[src/rtl/rom_scan_reader.sv]
// Scans every ROM address after a start pulse, captures the four fields of each
// address and streams them out one byte per valid/ready beat.
module rom_scan_reader #(
    parameter int ADDR_W  = 3,
    parameter int DATA_W  = 8,
    parameter int ROM_LAT = 1
) (
    input  logic              clk,
    input  logic              rst,
    input  logic              start,
    output logic              busy,
    output logic              done,
    output logic [ADDR_W-1:0] rom_addr,
    output logic              rom_read_en,
    output logic              rom_ce,
    input  logic [DATA_W-1:0] rom_data_f1,
    input  logic [DATA_W-1:0] rom_data_f2,
    input  logic [DATA_W-1:0] rom_data_f3,
    input  logic [DATA_W-1:0] rom_data_f4,
    output logic [DATA_W-1:0] out_data,
    output logic [ADDR_W-1:0] out_addr,
    output logic [1:0]        out_field,
    output logic              out_last,
    output logic              out_valid,
    input  logic              out_ready
);

    localparam logic [ADDR_W-1:0] ADDR_MAX = '1;
    localparam logic [2:0]        LAT_LAST = 3'(ROM_LAT - 1);

    typedef enum logic [1:0] {StIdle, StWait, StEmit, StDone} state_t;

    state_t            state;
    logic [2:0]        wait_cnt;
    logic [DATA_W-1:0] cap [4];
    logic [1:0]        field_nxt;

    assign field_nxt = out_field + 2'd1;

    always_ff @(posedge clk) begin
        if (rst) begin
            state       <= StIdle;
            wait_cnt    <= '0;
            busy        <= 1'b0;
            done        <= 1'b0;
            rom_addr    <= '0;
            rom_read_en <= 1'b0;
            rom_ce      <= 1'b0;
            out_data    <= '0;
            out_addr    <= '0;
            out_field   <= '0;
            out_last    <= 1'b0;
            out_valid   <= 1'b0;
            for (int i = 0; i < 4; i++) cap[i] <= '0;
        end else begin
            unique case (state)
                StIdle: begin
                    if (start) begin
                        rom_addr    <= '0;
                        rom_ce      <= 1'b1;
                        rom_read_en <= 1'b1;
                        busy        <= 1'b1;
                        wait_cnt    <= '0;
                        state       <= StWait;
                    end
                end
                StWait: begin
                    wait_cnt <= wait_cnt + 3'd1;
                    // ROM output has settled for the held address: capture all fields
                    if (wait_cnt == LAT_LAST) begin
                        cap[0]    <= rom_data_f1;
                        cap[1]    <= rom_data_f2;
                        cap[2]    <= rom_data_f3;
                        cap[3]    <= rom_data_f4;
                        out_data  <= rom_data_f1;
                        out_addr  <= rom_addr;
                        out_field <= 2'd0;
                        out_last  <= 1'b0;
                        out_valid <= 1'b1;
                        state     <= StEmit;
                    end
                end
                StEmit: begin
                    if (out_valid && out_ready) begin
                        if (out_field != 2'd3) begin
                            out_field <= field_nxt;
                            out_data  <= cap[field_nxt];
                            out_last  <= (field_nxt == 2'd3) && (rom_addr == ADDR_MAX);
                        end else if (rom_addr != ADDR_MAX) begin
                            out_valid <= 1'b0;
                            out_last  <= 1'b0;
                            rom_addr  <= rom_addr + 1'b1;
                            wait_cnt  <= '0;
                            state     <= StWait;
                        end else begin
                            out_valid   <= 1'b0;
                            out_last    <= 1'b0;
                            rom_ce      <= 1'b0;
                            rom_read_en <= 1'b0;
                            busy        <= 1'b0;
                            done        <= 1'b1;
                            state       <= StDone;
                        end
                    end
                end
                StDone: begin
                    done     <= 1'b0;
                    rom_addr <= '0;
                    state    <= StIdle;
                end
                default: state <= StIdle;
            endcase
        end
    end

endmodule

[config.mk]
export PLATFORM = sky130hd
export DESIGN_NAME = rom_scan_reader
export DESIGN_NICKNAME = d
export VERILOG_FILES = /design/src/rtl/rom_scan_reader.sv
export SDC_FILE = /design/constraint.sdc
export NUM_CORES = 1
export LEC_CHECK = 0
export ABC_AREA = 0
export CAP_MARGIN = 20
export CORE_ASPECT_RATIO = 0.5
export CORE_MARGIN = 1
export CORE_UTILIZATION = 55
export CTS_CLUSTER_SIZE = 16
export DETAILED_ROUTE_END_ITERATION = 16
export GPL_ROUTABILITY_DRIVEN = 0
export PLACE_DENSITY = 0.82
export SETUP_SLACK_MARGIN = 0.02
export SYNTH_ARGS = -nofsm -noshare
export SYNTH_HDL_FRONTEND = slang
export SYNTH_SLANG_ARGS = --single-unit
[constraint.sdc]
create_clock -name clk -period 5.6 [get_ports clk]
set_input_delay 0.84 -clock clk [delete_from_list [all_inputs] [get_ports clk]]
set_output_delay 0.84 -clock clk [all_outputs]
set_load 0.01 [all_outputs]
==> run metrics, run 1 <==
Pwr Total=between 1.5 and 2 mW; slew margin rel.=a little over two fifths; DRC errors left=0; crit path kind=in2reg; peak supply drop=236 uV; port bufs=between 50 and 60; antenna viol nets, final=0; Post-synth EDFFs=32; CP delay by family, top=buffers and inverters; CTS Hold Bufs=0; clock tree from TritonCTS=done; DRT iter0 DRCs=~80; FF-to-FF setup slack=approximately 3.3 ns; Power per Cell Area=around 460 nW/um^2; setup TNS=0 ns; type of origin of the critical path=input pin; clock buffer depth=2; clock skew=approximately 0.007 ns; unrepaired setup endpoints after global routing=no; worst reg2reg path endpoint=out_data[2]; Floorplan Core Area=4640 um^2; # diodes=0; DR WL/cell=between 10 and 15 um; clock latency on the worst-skew pair=approximately 0.34 ns; slowest stage cell, crit path=clkdlybuf4s50_1; initial antenna violation count=0; TritonRoute pass-1 iters=4; hold_sp=wait_cnt[1]; gr ovfl total=0; worst r2r path cells=6; Final Critical Period=2.72 ns; share of layout cells above drive strength 1=about 8.8%; CP Launch Point=rst; Post-Synthesis Cells=around 250; routed vias/inst=about 5.3; synth-to-layout area growth=28.0%; Fin. Hold Viols=0; Worst Hold Endpoint=wait_cnt[1]; Seq/Total Area, Yosys=between 50% and 60%; row count=17; clk sinks=57; Syn Std Cell Area=between 2000 and 3000 um^2; largest net degree at the start of global routing=33; synth unique cells=48; worst-path fanout max=32; GRT Util Overall=between 20% and 30%; Starting Density=between 60% and 70%; area share of the largest cell type after synthesis=34.2%; die width=103 um; clock root buffer master=clkbuf_8; syn nets=approximately 300; post-CTS setup buffers=0; multi-input logic area=between 1000 and 1500 um^2; synthesized flop and latch total=57; hold path cells=2; Bufs and invs on worst path=3; worst path cell trace=clkdlybuf4s50_1, inv_1, nand2_1, buf_4; Achievable Freq=about 370 MHz; Worst setup EP type=register; first-pass GRT wire length=~8700 um; TritonCTS Buffers=9; Total Wirelength=~5600 um; # IOs=a little under 60; leading area contributor after synthesis=edfxtp_1; vias in the first global route=1,901; yosys synthesis warning count=0; most common cell after layout, fill and taps aside=clkdlybuf4s50_1; fin crit share=48.6%; dpl cell area=between 3000 and 4000 um^2; Primary FF master, synth=edfxtp_1; die footprint=between 5000 and 6000 um^2; detailed placement HPWL=between 3000 and 4000 um; vias=around 2k; Avg Synthesized Cell Area=between 10 and 15 um^2; crit-path max cell delay=roughly 0.93 ns; FFs w/ async S/R, synth=0%; Leakage Power=1.47 nW; Max-Cap Viols=0; Final setup viols=0; status=completed; worst hold path type=reg2reg; Worst Path Arrival=2.72 ns; RR Startpoint=out_field[0]; Reg clk slew, reported paths=around 0.070 ns; Worst Tran Pin Value=between 0.8 and 0.9 ns; H-tree depth=3; commonest non-fill, non-tap cells in the layout=clkdlybuf4s50_1, nor2_1, and2_1, edfxtp_1, dfxtp_1; Final #Nets=350; Worst EP required=5.60 ns; Seq. cell area=between 1000 and 1500 um^2; Slew Viols, Final=0; Fillers=around 340; dominant cells by area after synthesis=edfxtp_1, dfxtp_1, and2_1; post-CTS sizing=0; Die H=approximately 53 um; fin area=around 3600 um^2; hold_ws=roughly 0.5 ns
## worst max path at each step
stage,endpoint,slack (ns),cells after the start
detailed placement,cap[1][5],2.54,4
global route,cap[0][3],2.76,4
finish,cap[3][6],2.88,4
floorplan,cap[0][0],3.23,4
global placement,cap[1][4],2.61,4
CTS,cap[2][6],2.91,4
## layout make-up
type                            instances  area share, %
Clock buffer                            9           3.44
Sequential cell                        57           40.6
Clock inverter                          7           2.61
Tap cell                               66           2.30
Timing Repair Buffer                   58           16.1
Inverter                                9          0.939
Multi-Input combinational cell        167           34.0
## worst min-delay path: cells and delay by family, from the launching register on
kind | cells | cell delay (ns)
simple gates | 1 | 0.07
flops | 1 | 0.33
compound gates | 1 | 0.05
## routing by layer
layer / GRT usage, % / wire (um)
met5: 0 / 0
met4: 9.62 / 63
met3: 8.13 / 294
met2: 39.6 / 2870
met1: 25.8 / 2340
## where the power goes
part / switching [mW] / internal, mW / leakage, nW
Sequential: 0.0581 / 0.595 / 0.545
Clock: 0.172 / 0.250 / 0.107
Combinational: 0.306 / 0.257 / 0.820
## sequential cells by signal (all words and copies together) (netlist names)
signal	count
cap	32
out_data	8
out_addr	3
rom_addr	3
wait_cnt	3
out_field	2
state	2
done	1
out_last	1
out_valid	1
rom_ce	1
## cell usage after synthesis (all sizes together), types with 2 or more instances
cell type  count
nor2          33
a21oi          5
a221oi         2
a2bb2oi        2
a22o           2
a32o           2
dfxtp         25
ha            12
nor3           2
buf           12
nor2b          2
a2111oi        8
a211oi         4
inv            9
clkbuf         2
a31oi          2
and3           2
nand2b         5
mux2i         20
o21ai          9
edfxtp        32
nand2          7
and2          32
nand3          3
## cell families after synthesis
kind of cell	count (synthesis)	share of synthesized area, %
AND/OR/NAND/NOR	93	18.1
flip-flops	57	52.0
AO/OA/AOI/OAI	41	12.6
buffers and inverters	23	4.45
multiplexers	21	7.53
adder cells (fa/ha/maj)	12	5.35
## per-stage QoR
stage | utilization, % | setup WS [ns] | cells
5_1_grt | 77.5 | 2.76 | 373
3_5_place_dp | 72.9 | 2.54 | 357
4_1_cts | 77.5 | 2.91 | 373
3_3_place_gp | 72.9 | 2.61 | 357
2_1_floorplan | - | 3.23 | 247
6_report | 77.5 | 2.88 | 373
Note: power is estimated with default switching activity, not from simulation.
==> run 2, diff against run 1 <==
CORE_UTILIZATION = 51   (was 55)
PLACE_DENSITY = 0.77   (was 0.82)
clock period = 2.6 ns   (was 5.6 ns; I/O delays follow)
==> run 2 against run 1 <==
  * Critical path type is now reg2reg
  * First-iteration DRC count down 3.7%
  * Clock skew shrank 0.0015 ns
  * Non-clock buffer count is 4 higher
  * Sequential power grew 120%
==> run metrics, run 2 (synthesized netlist as in run 1, its figures left out) <==
gr ovfl total=0; DR WL/cell=14.7 um; worst hold path type=reg2reg; die footprint=around 5800 um^2; Top reg by flops=cap; Worst Path Arrival=roughly 2.3 ns; routed vias/inst=5.20; DRT iter0 DRCs=between 70 and 80; H-tree depth=3; Die H=about 54 um; Fin. Hold Viols=0; Final Critical Period=around 2.1 ns; post-CTS sizing=0; crit-path max cell delay=just over 0.5 ns; slowest stage cell, crit path=a2111oi_1; unrepaired setup endpoints after global routing=no; Pwr Total=3.53 mW; peak supply drop=572 uV; setup TNS=0 ns; antenna viol nets, final=0; first-pass GRT wire length=between 8000 and 9000 um; CTS Hold Bufs=0; DRC errors left=0; placed cell count=around 370; RR Startpoint=state[0]; post-route insts no fill=about 380; Seq pwr share=between 30% and 40%; NetSw=approximately 1.1 mW; fin crit share=between 80% and 90%; Slew Viols, Final=0; clock buffer depth=2; vias=approximately 2k; Max-Cap Viols=0; pre-CTS setup slack=about 0.45 ns; Final Worst Setup Slack=approximately 0.48 ns; slew margin rel.=between 60% and 70%; Power per Cell Area=just under 1000 nW/um^2; clock tree from TritonCTS=done; # diodes=0; port bufs=57; Fillers=~380; status=completed; type of origin of the critical path=register; Achievable Freq=about 470 MHz; Reg clk slew, reported paths=around 0.070 ns; Worst EP required=~2.8 ns; GRT Util Overall=roughly 21%; post-CTS setup buffers=0; TritonCTS Buffers=9; # IOs=58; Worst setup EP type=register; Internal=~2.4 mW; detailed placement HPWL=around 3900 um; Worst Tran Pin Value=0.508 ns; clk sinks=57; initial antenna violation count=0; crit path kind=reg2reg; hold_sp=wait_cnt[1]; clock latency on the worst-skew pair=roughly 0.33 ns; worst path cell trace=inv_1, ha_1, and4b_2, o2bb2ai_4, a2111oi_1, nor3_1; vias in the first global route=about 1.9k; Final #Nets=between 300 and 400; clock root buffer master=clkbuf_8; Switching Share=about a third; Leakage Power=~1.5 nW; TritonRoute pass-1 iters=4; share of layout cells above drive strength 1=about a tenth; largest net degree at the start of global routing=33; commonest non-fill, non-tap cells in the layout=clkdlybuf4s50_1, nor2_1, and2_1, edfxtp_1, dfxtp_1; Comb power frac=approximately a third; Total Wirelength=around 5600 um; row count=18; Final setup viols=0; largest registers=cap: 32 flops, out_data: 8 flops; Floorplan Core Area=5110 um^2; worst-path fanout max=10; most common cell after layout, fill and taps aside=clkdlybuf4s50_1; Clock Power Share=25.0%; clock skew=0.00565 ns; CP Launch Point=state[0]; synth-to-layout area growth=29.4%; Starting Density=54.9%; die width=around 110 um; max reg flops=32
==> run 2: metrics by stage <==
step / util [%] / hold slack, ns / instance area, um^2
after floorplan: - / 0.463 / 2810
after global placement: 67.0 / 0.478 / 3430
after detailed placement: 67.0 / 0.486 / 3430
after CTS: 71.1 / 0.496 / 3630
after global routing: 71.1 / 0.533 / 3630
final: 71.1 / 0.496 / 3630
==> run 2: power groups by stage <==
stage,registers (mW),clock network [mW],logic [mW]
floorplan,1.43,0,0.821
global placement,1.41,0,1.20
detailed placement,1.43,0,1.24
CTS,1.41,0.898,1.24
global route,1.44,0.944,1.36
finish,1.41,0.881,1.24
==> run 2: per-layer routing <==
metal	up-vias	track usage [%]	wire [um]
met5	-	0	0
met4	0	5.94	34
met3	4	7.50	290
met2	54	36.1	2710
met1	927	24.7	2580
li1	997	-	-
==> run 2: final timing paths <==
check	to	cells after the start	slack [ns]
setup reg to reg	out_data[0]	6	0.48
hold reg to reg	wait_cnt[1]	2	0.50
hold / removal	wait_cnt[1]	2	0.50
setup / recovery	out_data[0]	6	0.48
==> run 2: worst max-delay path, delay by kind of cell (launching register included) <==
| kind | cells | cell delay (ns) |
|---|---|---|
| DFF | 1 | 0.35 |
| AOI/OAI and AO/OA | 2 | 0.64 |
| and+or+nand+nor | 2 | 0.44 |
| adders and majority gates | 1 | 0.39 |
| buffers and inverters | 1 | 0.16 |
==> run 2: cell type report <==
cell class | count | area [um^2] | area share, %
repair buffers | 62 | 621 | 17.1
clock inverters | 7 | 85.1 | 2.34
clock buffers | 9 | 124 | 3.41
flip-flops and latches | 57 | 1460 | 40.2
well taps | 70 | 87.6 | 2.41
multi-input cells | 167 | 1220 | 33.6
inverters | 9 | 33.8 | 0.929
==> run 3, diff against run 2 <==
CORE_UTILIZATION = 46   (was 51)
PLACE_DENSITY = 0.73   (was 0.77)
clock period = 1.9 ns   (was 2.6 ns; I/O delays follow)
==> run 3 against run 2 <==
  * Via count is 7.8% higher
  * Critical endpoint is now out_data[7]
  * Final area up 9.1%
  * Sequential cell count unchanged
  * Combinational power rose by 73%
  * Highest routed layer unchanged
  * Clock-buffer cell count increased by 3
  * Clock power rose by 54%
  * Register-to-register slack lost 0.39 ns
==> run metrics, run 3 (synthesized netlist as in run 1, its figures left out) <==
worst-path fanout max=6; peak supply drop=~730 uV; synth-to-layout area growth=41.1%; commonest non-fill, non-tap cells in the layout=clkdlybuf4s50_1, nor2_1, and2_1, edfxtp_1, dfxtp_1; worst reg2reg path endpoint=out_data[7]; Die H=~57 um; Reg clk slew, reported paths=~0.05 ns; first-pass GRT wire length=9740 um; unrepaired setup endpoints after global routing=yes; clock tree from TritonCTS=done; pre-CTS setup slack=-0.0246 ns; die width=between 100 and 150 um; row count=19; Worst Path Arrival=2.01 ns; Slew Viols, Final=0; routed vias/inst=5.41; TritonCTS Buffers=9; placed cell count=about 380; most common cell after layout, fill and taps aside=clkdlybuf4s50_1; DR WL/cell=16.0 um; type of origin of the critical path=register; Worst setup EP type=register; RR Startpoint=state[1]; Max-Cap Viols=0; Power per Cell Area=approximately 1400 nW/um^2; port bufs=between 50 and 60; clock root buffer master=clkbuf_16; status=completed; slew margin rel.=between 70% and 80%; Floorplan Core Area=roughly 5700 um^2; gr ovfl total=0; vias=~2.1k; fin area=approximately 4000 um^2; worst r2r path cells=7; Fin. Hold Viols=0; Total Wirelength=between 6000 and 7000 um; Top reg by flops=cap; clock skew=between 0.006 and 0.007 ns; detailed placement HPWL=3970 um; clk sinks=between 50 and 60; setup TNS=0 ns; largest registers=cap: 32 flops, out_data: 8 flops; Util after Layout=between 60% and 70%; clock latency on the worst-skew pair=0.32 ns; initial antenna violation count=0; H-tree depth=3; NetSw=between 1.5 and 2 mW; max reg flops=32; worst hold path type=reg2reg; post-route insts no fill=~400; clock buffer depth=2; Final Worst Setup Slack=approximately 0.094 ns; Clock Power Share=25.0%; vias in the first global route=2,042; Worst EP required=roughly 2.1 ns; multi-input logic area=approximately 1400 um^2; DRC errors left=0; Worst Hold Endpoint=done; antenna viol nets, final=0; Final Critical Period=~1.8 ns; Leakage Power=about 1.6 nW; fin crit share=between 90% and 100%; Seq pwr share=~36%; GRT Util Overall=between 20% and 30%; Worst Tran Pin Value=about 0.45 ns; largest net degree at the start of global routing=18; Comb power frac=39.4%; hold path cells=2; die footprint=between 6000 and 7000 um^2; crit path kind=reg2reg; hold_sp=done; Starting Density=between 40% and 50%; Seq. cell area=about 1500 um^2; DRT iter0 DRCs=roughly 110; TritonRoute pass-1 iters=4; hold_ws=between 0.4 and 0.5 ns; # IOs=between 50 and 60; # diodes=0; share of layout cells above drive strength 1=around 18%; Final setup viols=0; FF-to-FF setup slack=~0.094 ns; CTS Hold Bufs=0; Fillers=400; Achievable Freq=554 MHz; Final #Nets=roughly 370; dpl cell area=about 3500 um^2; Switching Share=32.8%; Pwr Total=roughly 5.5 mW; Internal=between 3 and 4 mW
run 3: cell types whose count changed in the layout (fill, tap and decap cells not counted), sizes merged:
| cell | previous run | this run |
|---|---|---|
| clkbuf | 9 | 13 |
| o2bb2ai | 1 | 2 |
| nor2 | 33 | 34 |
| bufinv | 2 | 0 |
| clkinv | 4 | 3 |
| clkinvlp | 1 | 0 |
| buf | 5 | 14 |
run 3: timing repair:
action / CTS / global route
resized for setup: 4 / 24
buffers inserted: 0 / 1
endpoints found under the setup margin: 40 / 49
cloned: 1 / 2
pin swaps: 0 / 3
run 3: how the worst max path moves through the flow:
stage,startpoint,endpoint,slack [ns],cells after the start
after global placement,state[0],out_data[2],0.06,7
after detailed placement,state[0],out_data[7],-0.02,7
final,state[1],out_data[7],0.09,7
after global routing,state[1],out_data[7],-0.007,7
after CTS,state[1],out_data[4],0.01,5
after floorplan,out_field[0],out_data[5],0.08,8
run 3: worst max-delay path, stage by stage, from the launching register on:
cell,delay (ns)
dfxtp_1,0.38
inv_1,0.13
ha_2,0.22
buf_6,0.15
and2b_4,0.23
o2bb2ai_4,0.12
a2111oi_2,0.34
nor2_1,0.10
run 3: power by group through the flow:
stage                     clock [mW]  sequential [mW]  combinational, mW
after detailed placement           0             1.95               1.85
after CTS                       1.39             1.93               1.90
after floorplan                    0             1.95               1.14
final                           1.36             1.94               2.15
after global routing            1.43             1.98               2.33
after global placement             0             1.93               1.81
run 3: metal layers:
metal | global-route usage (%) | up-vias | wire, um | share of wire [%]
met5 | 0 | - | 0 | 0
met4 | 6.10 | 0 | 46 | 0.73
met3 | 6.80 | 7 | 368 | 5.8
met2 | 35.2 | 67 | 3210 | 51
met1 | 23.9 | 1034 | 2710 | 43
li1 | - | 1028 | - | -
run 3: area by class of cell:
| cell class | count | area share, % |
|---|---|---|
| inverters | 9 | 0.852 |
| multi-input cells | 169 | 34.9 |
| clock buffers | 12 | 5.97 |
| repair buffers | 72 | 18.7 |
| well taps | 73 | 2.30 |
| clock inverters | 3 | 0.316 |
| flip-flops and latches | 57 | 36.9 |
